===== config.mk =====
export PLATFORM = sky130hd
export DESIGN_NAME = gyro_integrator
export DESIGN_NICKNAME = d
export VERILOG_FILES = /design/src/rtl/gyro_integrator.sv
export SDC_FILE = /design/constraint.sdc
export NUM_CORES = 1
export LEC_CHECK = 0
export CAP_MARGIN = 20
export CORE_AREA = 2 2 368 224
export CTS_CLUSTER_DIAMETER = 100
export DETAILED_ROUTE_END_ITERATION = 16
export DIE_AREA = 0 0 370 226
export GPL_ROUTABILITY_DRIVEN = 1
export GPL_TIMING_DRIVEN = 0
export HOLD_SLACK_MARGIN = 0.1
export REMOVE_ABC_BUFFERS = 1
export SYNTH_ARGS = -nofsm -noshare
export SYNTH_HDL_FRONTEND = slang
export SYNTH_SLANG_ARGS = --single-unit

===== constraint.sdc =====
create_clock -name clk -period 12.3 [get_ports clk]
set_input_delay 3.075 -clock clk [delete_from_list [all_inputs] [get_ports clk]]
set_output_delay 3.075 -clock clk [all_outputs]
set_load 0.005 [all_outputs]

===== src/rtl/gyro_integrator.sv =====
// Multi-channel gyro rate integrator with bias calibration, deadband, saturating
// accumulators, per-channel zeroing and a registered angle-valid strobe.
//
// state | meaning
// CAL   | averaging 2^CAL_LOG2 samples per channel to form new biases
// RUN   | bias-corrected, deadbanded rates are integrated
module gyro_integrator #(
    parameter int CH        = 3,
    parameter int DATA_W    = 16,
    parameter int ACC_W     = 64,
    parameter int OUT_W     = 16,
    parameter int OUT_SHIFT = 28,
    parameter int DEADBAND  = 100,
    parameter int CAL_LOG2  = 8
) (
    input  logic                 clk,
    input  logic                 resetn,
    input  logic [CH*DATA_W-1:0] rate_in,
    input  logic                 rate_valid,
    input  logic                 cal_start,
    input  logic [CH-1:0]        zero,
    output logic [CH*OUT_W-1:0]  angle_out,
    output logic                 angle_valid,
    output logic                 cal_busy,
    output logic [CH-1:0]        sat
);

    localparam int SUM_W = DATA_W + CAL_LOG2;
    localparam logic signed [DATA_W:0] DB_POS = (DATA_W+1)'(DEADBAND);
    localparam logic signed [DATA_W:0] DB_NEG = -DB_POS;
    localparam logic signed [ACC_W-1:0] ACC_MAX = {1'b0, {(ACC_W-1){1'b1}}};
    localparam logic signed [ACC_W-1:0] ACC_MIN = {1'b1, {(ACC_W-1){1'b0}}};

    typedef enum logic {ST_CAL, ST_RUN} state_t;

    state_t              state_q, state_d;
    logic [CAL_LOG2-1:0] cnt_q;
    logic                s1_valid_q;
    logic                angle_valid_q;
    logic                cal_take, cal_done, cal_clear, s1_load;

    // A cal_start cycle drops any coincident sample during calibration.
    assign cal_take  = (state_q == ST_CAL) && !cal_start && rate_valid;
    assign cal_done  = cal_take && (cnt_q == {CAL_LOG2{1'b1}});
    assign cal_clear = cal_start || cal_done;
    assign s1_load   = (state_q == ST_RUN) && rate_valid;

    always_comb begin
        state_d = state_q;
        case (state_q)
            ST_CAL:  if (cal_done)  state_d = ST_RUN;
            ST_RUN:  if (cal_start) state_d = ST_CAL;
            default: state_d = ST_CAL;
        endcase
    end

    always_ff @(posedge clk) begin
        if (!resetn) begin
            state_q       <= ST_CAL;
            cnt_q         <= '0;
            s1_valid_q    <= 1'b0;
            angle_valid_q <= 1'b0;
        end else begin
            state_q       <= state_d;
            s1_valid_q    <= s1_load;
            angle_valid_q <= s1_valid_q;
            if (cal_clear)     cnt_q <= '0;
            else if (cal_take) cnt_q <= cnt_q + 1'b1;
        end
    end

    assign cal_busy    = (state_q == ST_CAL);
    assign angle_valid = angle_valid_q;

    for (genvar k = 0; k < CH; k++) begin : g_ch
        logic signed [DATA_W-1:0] rate, bias_q;
        logic signed [SUM_W-1:0]  sum_q, sum_nxt;
        logic signed [DATA_W:0]   corr, d_nxt, d_q;
        logic signed [ACC_W-1:0]  acc_q, d_ext, acc_nxt;
        logic signed [ACC_W:0]    acc_sum;
        logic                     sat_q, ovf;

        assign rate    = rate_in[k*DATA_W +: DATA_W];
        assign sum_nxt = sum_q + {{CAL_LOG2{rate[DATA_W-1]}}, rate};
        assign corr    = {rate[DATA_W-1], rate} - {bias_q[DATA_W-1], bias_q};
        assign d_nxt   = (corr >= DB_NEG && corr <= DB_POS) ? '0 : corr;

        assign d_ext   = {{(ACC_W-DATA_W-1){d_q[DATA_W]}}, d_q};
        assign acc_sum = {acc_q[ACC_W-1], acc_q} + {d_ext[ACC_W-1], d_ext};
        assign ovf     = acc_sum[ACC_W] != acc_sum[ACC_W-1];
        assign acc_nxt = !ovf ? acc_sum[ACC_W-1:0] : (acc_sum[ACC_W] ? ACC_MIN : ACC_MAX);

        always_ff @(posedge clk) begin
            if (!resetn) begin
                sum_q  <= '0;
                bias_q <= '0;
                d_q    <= '0;
                acc_q  <= '0;
                sat_q  <= 1'b0;
            end else begin
                if (cal_clear)     sum_q <= '0;
                else if (cal_take) sum_q <= sum_nxt;
                // Upper bits of the full sum are the arithmetic-shifted average.
                if (cal_done) bias_q <= sum_nxt[SUM_W-1:CAL_LOG2];
                if (s1_load)  d_q    <= d_nxt;
                if (zero[k]) begin
                    acc_q <= '0;
                    sat_q <= 1'b0;
                end else if (s1_valid_q) begin
                    acc_q <= acc_nxt;
                    if (ovf) sat_q <= 1'b1;
                end
            end
        end

        assign angle_out[k*OUT_W +: OUT_W] = OUT_W'(acc_q >>> OUT_SHIFT);
        assign sat[k] = sat_q;
    end

endmodule


==> results of run 1 <==
## path summary, 6_finish.rpt
kind                                              startpoint                        endpoint  slack (ns)  cells past startpoint
worst max register to register  g_ch[0].d_q[16]$_SDFFE_PN0P_  g_ch[0].acc_q[53]$_SDFFE_PP0P_        7.29                     13
worst max-delay path                             rate_in[32]     g_ch[2].d_q[3]$_SDFFE_PN0P_        5.46                     15
worst min-delay path              g_ch[1].sat_q$_SDFFE_PP0P_      g_ch[1].sat_q$_SDFFE_PP0P_        0.46                      2
worst min register to register    g_ch[1].sat_q$_SDFFE_PP0P_      g_ch[1].sat_q$_SDFFE_PP0P_        0.46                      2
## cells in the final DEF, fill, tap and decap left out, types with 31 or more instances in the layout
master and instances:
a21oi_1 516, nand2_1 453, dfxtp_1 373, o21ai_0 349, ha_1 310, nor2_1 274, a21o_1 168, inv_1 161
xnor2_1 147, xor2_1 108, clkdlybuf4s50_1 106, nand3_1 81, nor3_1 75, nand4_1 74, a21boi_0 55, nor2b_1 50
a31oi_1 45, o21bai_1 45, clkbuf_16 44, o21a_1 43, maj3_1 43, o31ai_1 40, a211oi_1 38, nand2b_1 32
and2_1 31
## worst max-delay path, cell delays in order
cell             delay (ns)
clkdlybuf4s50_1        0.57
inv_1                  0.07
ha_1                   0.23
fa_1                   0.40
nand2b_1               0.16
a21boi_1               0.20
o21ai_0                0.14
a31oi_1                0.29
nor2_1                 0.09
xor2_1                 0.17
a311o_1                0.27
or4_1                  0.41
or4_1                  0.50
o31ai_4                0.55
o21ai_0                0.17
## layout make-up
type / instances / area share, %
multi-input cells: 3398 / 63.7
clock buffers: 58 / 3.47
diodes: 4 / 0.0284
flip-flops and latches: 377 / 21.4
inverters: 163 / 1.74
repair buffers: 138 / 4.83
well taps: 1079 / 3.83
clock inverters: 24 / 0.937
## power breakdown
group	switching, W	internal [W]
clock	0.000595	0.000838
combinational	0.000159	0.000106
sequential	0.00000371	0.00123
total	0.000757	0.00217
## stage by stage
stage / area, µm² / setup WS [ns] / cells / hold WS (ns) / total power (W)
global route: 35300 / 5.11 / 5239 / 0.475 / 0.00305
floorplan: 30600 / 4.43 / 3938 / 0.429 / 0.00143
CTS: 35200 / 5.48 / 5236 / 0.456 / 0.00297
global placement: 33000 / 0.422 / 5124 / 0.441 / 0.00151
detailed placement: 33700 / 4.83 / 5154 / 0.443 / 0.00152
finish: 35300 / 5.46 / 5241 / 0.455 / 0.00293
## flip-flops by register name, summed over array words and instances (netlist names)
name / count
angle_valid: 1
s1_valid_q: 1
g_ch.acc_q: 192
g_ch.d_q: 51
state_q: 1
cnt_q: 8
g_ch.sum_q: 72
g_ch.bias_q: 48
g_ch.sat_q: 3
## kinds of logic after synthesis
| family | count (synthesis) |
|---|---|
| AOI/OAI and AO/OA | 1536 |
| xor gates and xnor gates | 256 |
| adders and majority gates | 363 |
| buffers and inverters | 433 |
| DFF | 377 |
| muxes | 11 |
| and+or+nand+nor | 1232 |
## per-layer routing
metal	share of wire [%]	wire length, µm	global-route usage [%]
met4	1.3	1200	3.84
met3	6.3	5590	3.18
met2	37	32700	27.9
met1	56	49600	34.3
met5	0.047	42	0
==> out/results.ini, run 1 <==
[worst_setup_path]
worstPathArrival_ns=7.30
path_max_fanout=15
required_ns=12.76
crit_type=in2reg
startpoint_type=primary input
end_kind=flip-flop

[drt]
wl_mm=89.1
vias_per_cell=5.68
wl_per_cell_um=17.0
num_vias=29800
drt_iter0_drc=2519
postRouteAntennaNets=0
drcViolationCount=0
dr.pass1.iters=5

[yosys]
synth_xor_area_share_pct=7.11
synthTopCellsByArea=dfxtp_1, ha_1, a21oi_1
ys.flop_type=dfxtp_1
ys_seq_area_share_pct=23.7
syn_area_per_cell_um2=7.56
syn_inst=4208
yosysTopAreaCell=dfxtp_1
synth-compound-area-share_pct=30.5
syn_area_mm2=0.0318
yosysMostFrequentCell=a21oi_1
ys_types=103
async_flop_share_pct=0
synth-adder-area-share_pct=14.1
synth_top_cell_area_share_pct=23.7
synth_seq_cells=377
synth-edff-count=0
yosys_warnings=0
synth.area.mux_share_pct=0.385
ys_top_cells_by_count=a21oi_1, nand2_1, dfxtp_1
synth_top_family_by_area=compound AO/OA/AOI/OAI gates
yosys.area_share.simple_pct=18.3

[die]
floorplan.initialDensity_pct=39.5
num_rows=81
ios=108
die_width_um=370
die_h_um=226
dieArea_mm2=0.0836
core-area_mm2=0.0806

[clock_tree]
postCtsHoldBufs=0
clock_latency_ns=0.62
clkTransAtPathRegs_ns=0.06
cts_root_buf=clkbuf_16
cts-resized-gates=0
cts_buffer_depth=3
h-tree-depth=2
clock_sinks=377
post_cts_buffers=0
cts-buffers-inserted=44
cts_tree=built

[power_and_ir_drop]
powerDensity_mw_per_mm2=83.0
total_leakage_power_nw=15.2
max-vdd-ir-drop_mv=0.0815

[timing]
grt_setup_unrepaired=false
slew_viol_final=0
fin_worst_skew_ns=0.0329
hold_viol_final=0
setup_tns_ns=0
relSlewSlack_pct=33.6
worstMarginPinSlew_ns=0.970
fin_crit_sh_pct=55.6
max_freq_mhz=146
fin_crit_ns=6.84
finalSetupViolCount=0

[global_route]
grt_max_degree=76
grt.overflow.total=0
grt_pass1_wl_mm=146
grt_use_total_pct=21.0
grt_pass1_vias=27100
antenna_found_initial=7

[job]
drv_cap=0

[cells_and_area]
area_growth_pct=10.8
final_util_pct=43.8
multiInputGateArea_mm2=0.0225
regArea_mm2=0.00755
drive_above_1_share_pct=4.57
nets=4496
fill_cells=8166

[place]
gp_congestion=0.901
dpl.hpwl_mm=67.0
port_buffers=107

[hold_path]
hold_path_class=reg2reg

[status]
status=finished, final reports clean

Note: power is estimated with default switching activity, not from simulation.
==> inputs of run 2 (changes only) <==
==> constraint.sdc (replaced) <==
create_clock -name clk -period 6.28 [get_ports clk]
set_input_delay 1.57 -clock clk [delete_from_list [all_inputs] [get_ports clk]]
set_output_delay 1.57 -clock clk [all_outputs]
set_load 0.005 [all_outputs]
==> results of run 2 <==
The final DEF is identical to that of run 1. Status: finished, final reports clean.
Main changes from that run: setup slack after placement 4.83 ns -> 0.318 ns; setup slack after layout 5.46 ns -> 0.943 ns; register-to-register setup slack 7.29 ns -> 1.27 ns; total power 0.00293 W -> 0.00573 W; worst IR drop on VDD 0.0815 mV -> 0.160 mV
==> inputs of run 3 (changes only) <==
==> constraint.sdc (replaced) <==
create_clock -name clk -period 4.9 [get_ports clk]
set_input_delay 1.225 -clock clk [delete_from_list [all_inputs] [get_ports clk]]
set_output_delay 1.225 -clock clk [all_outputs]
set_load 0.005 [all_outputs]
==> run 3 against run 2 <==
Against the previous run: final cell count grew 0.13%; register-to-register slack got worse by 0.92 ns; critical path depth is 1 higher; sequential share of layout area shrank 0.064 points; critical path type unchanged.
==> out/results.ini, run 3 (synthesized netlist as in run 1, its figures left out) <==
[cells_and_area]
nets=4503  ; +0.16%
final_common_cell=a21oi_1
largest_reg_flops=192  ; unchanged
largest_registers=g_ch.acc_q x192, g_ch.sum_q x72, g_ch.d_q x51
layout_common_cells=a21oi_1, nand2_1, dfxtp_1, o21ai_0, ha_1
drive_above_1_share_pct=4.97  ; +0.40 points
top_register=g_ch.acc_q
final_util_pct=43.9  ; +0.15 points
area_growth_pct=11.2
fin_cells=5248  ; +0.13%

[timing]
worstMarginPinSlew_ns=0.983  ; +0.0130 ns
whs_ns=0.455  ; -0.000164 ns
fin_crit_ns=4.70
slew_viol_final=0  ; unchanged
finalSetupViolCount=0  ; unchanged
setup_tns_ns=0  ; unchanged
max_freq_mhz=213
fin_ws_ns=0.198
relSlewSlack_pct=33.6  ; -0.051 points
fin_worst_skew_ns=0.0360  ; +0.00310 ns
fin_crit_sh_pct=96.0
hold_viol_final=0  ; unchanged

[status]
status=finished, final reports clean

[clock_tree]
postCtsHoldBufs=0  ; unchanged
cts_root_buf=clkbuf_16
cts_buffer_depth=3  ; unchanged
clock_sinks=377  ; unchanged
h-tree-depth=2  ; unchanged
cts_tree=built
clkTransAtPathRegs_ns=0.06  ; about the same
clock_latency_ns=0.62  ; about the same
cts-buffers-inserted=44  ; unchanged

[global_route]
grt_max_degree=76  ; unchanged
grt_use_total_pct=21.0  ; about the same
grt_use_met3_pct=3.18  ; unchanged
top_usage_layer=met1
grt_pass1_vias=27100  ; +0.048%
grt.overflow.total=0  ; unchanged
grt_pass1_wl_mm=146  ; about the same
use_met2_pct=27.9  ; about the same
antenna_found_initial=7  ; unchanged
grtUsageMet1_pct=34.3  ; unchanged

[worst_setup_path]
end_kind=flip-flop
startpoint_type=primary input
required_ns=5.38
path_depth=16  ; +1
crit_path_max_incr_delay_ns=0.57  ; about the same
cp_cell_sequence=clkdlybuf4s50_1 -> inv_1 -> ha_1 -> fa_1 -> nand2b_1 -> a21boi_1 -> o21ai_0 -> a31oi_2 -> nor2_1 -> xor2_1 -> a311o_1 -> or4_1 -> or4_1 -> o31ai_4 -> buf_12 -> o21ai_0
crit_buf_inv=3  ; +1
path_max_fanout=15  ; unchanged
cpMaxStageDelayCell=clkdlybuf4s50_1
crit_type=in2reg
r2r_cells=14  ; +1
crit_family=compound AO/OA/AOI/OAI gates
worstPathArrival_ns=5.19

[power_and_ir_drop]
powerDensity_mw_per_mm2=208
switching_power_w=0.00190
p_seq_share_pct=42.0  ; about the same
internal-power_w=0.00545
max-vdd-ir-drop_mv=0.206
combPwrFrac_pct=9.1  ; about the same
sw_frac_of_total_pct=25.9
power_frac_clock_pct=48.9  ; about the same
total_leakage_power_nw=15.2  ; +0.18%

[place]
gp_congestion=0.901  ; unchanged
dpl.hpwl_mm=67.0  ; unchanged
port_buffers=107  ; unchanged
pre_cts_slack_ns=-0.717
dp.cells=5154  ; unchanged

[die]
num_rows=81  ; unchanged
floorplan.initialDensity_pct=39.5  ; unchanged
ios=108  ; unchanged
core-area_mm2=0.0806  ; unchanged
dieArea_mm2=0.0836  ; unchanged
die_width_um=370  ; unchanged
die_h_um=226  ; unchanged

[job]
drv_cap=0  ; unchanged

[drt]
num_vias=29900  ; +0.22%
dr.pass1.iters=5  ; unchanged
postRouteAntennaNets=0  ; unchanged
drcViolationCount=0  ; unchanged
drt_iter0_drc=2559  ; +1.6%
wl_per_cell_um=17.0  ; about the same
wl_mm=89.2  ; +0.16%
vias_per_cell=5.69  ; about the same

[hold_path]
hold_depth=2  ; unchanged
hold_path_class=reg2reg

==> run 3: through the flow <==
step                      power (W)  cell area [µm²]
after floorplan             0.00359            30600
after global placement      0.00379            33000
after detailed placement    0.00381            33700
after CTS                   0.00746            35300
after global routing        0.00767            35400
final                       0.00735            35400
==> run 3: timing repair <==
item,in CTS,in global routing
buffers inserted,1,7
endpoints found under the setup margin,32,198
gates resized for setup,2,12
pin swaps,2,3
gates cloned,0,0
==> run 3: power groups by stage <==
stage          logic (W)  registers (W)  clock network (W)
3_5_place_dp    0.000657        0.00316                  0
5_1_grt         0.000743        0.00309            0.00384
4_1_cts         0.000660        0.00309            0.00371
6_report        0.000669        0.00309            0.00360
2_1_floorplan   0.000432        0.00316                  0
3_3_place_gp    0.000633        0.00316                  0
==> run 3: final cells by class <==
class	count	area, µm²
Timing Repair Buffer	145	1760
Clock inverter	24	330
Clock buffer	58	1220
Inverter	163	612
Sequential cell	377	7560
Tap cell	1079	1350
Antenna cell	4	10.0
Multi-Input combinational cell	3398	22500
Fill cell	8166	45200
==> run 3: final timing paths <==
kind | slack, ns | from | end
hold / removal | 0.45 | g_ch[0].sum_q[6]$_SDFFE_PP0P_ | g_ch[0].sum_q[6]$_SDFFE_PP0P_
setup reg to reg | 0.35 | g_ch[1].d_q[16]$_SDFFE_PN0P_ | g_ch[1].acc_q[26]$_SDFFE_PP0P_
hold reg to reg | 0.45 | g_ch[0].sum_q[6]$_SDFFE_PP0P_ | g_ch[0].sum_q[6]$_SDFFE_PP0P_
setup / recovery | 0.20 | rate_in[32] | g_ch[2].d_q[3]$_SDFFE_PN0P_
==> run 3: metal layers <==
| metal | up-vias | routed length, µm | share of wire, % |
|---|---|---|---|
| li1 | 15200 | - | - |
| met1 | 13900 | 49700 | 56 |
| met2 | 717 | 32900 | 37 |
| met3 | 72 | 5400 | 6.1 |
| met4 | 6 | 1200 | 1.3 |
| met5 | - | 42 | 0.047 |
==> run 3: tightest hold or removal path: stages, from the launching register on <==
cell	delay, ns
dfxtp_1	0.31
nand2_1	0.05
a21oi_1	0.05
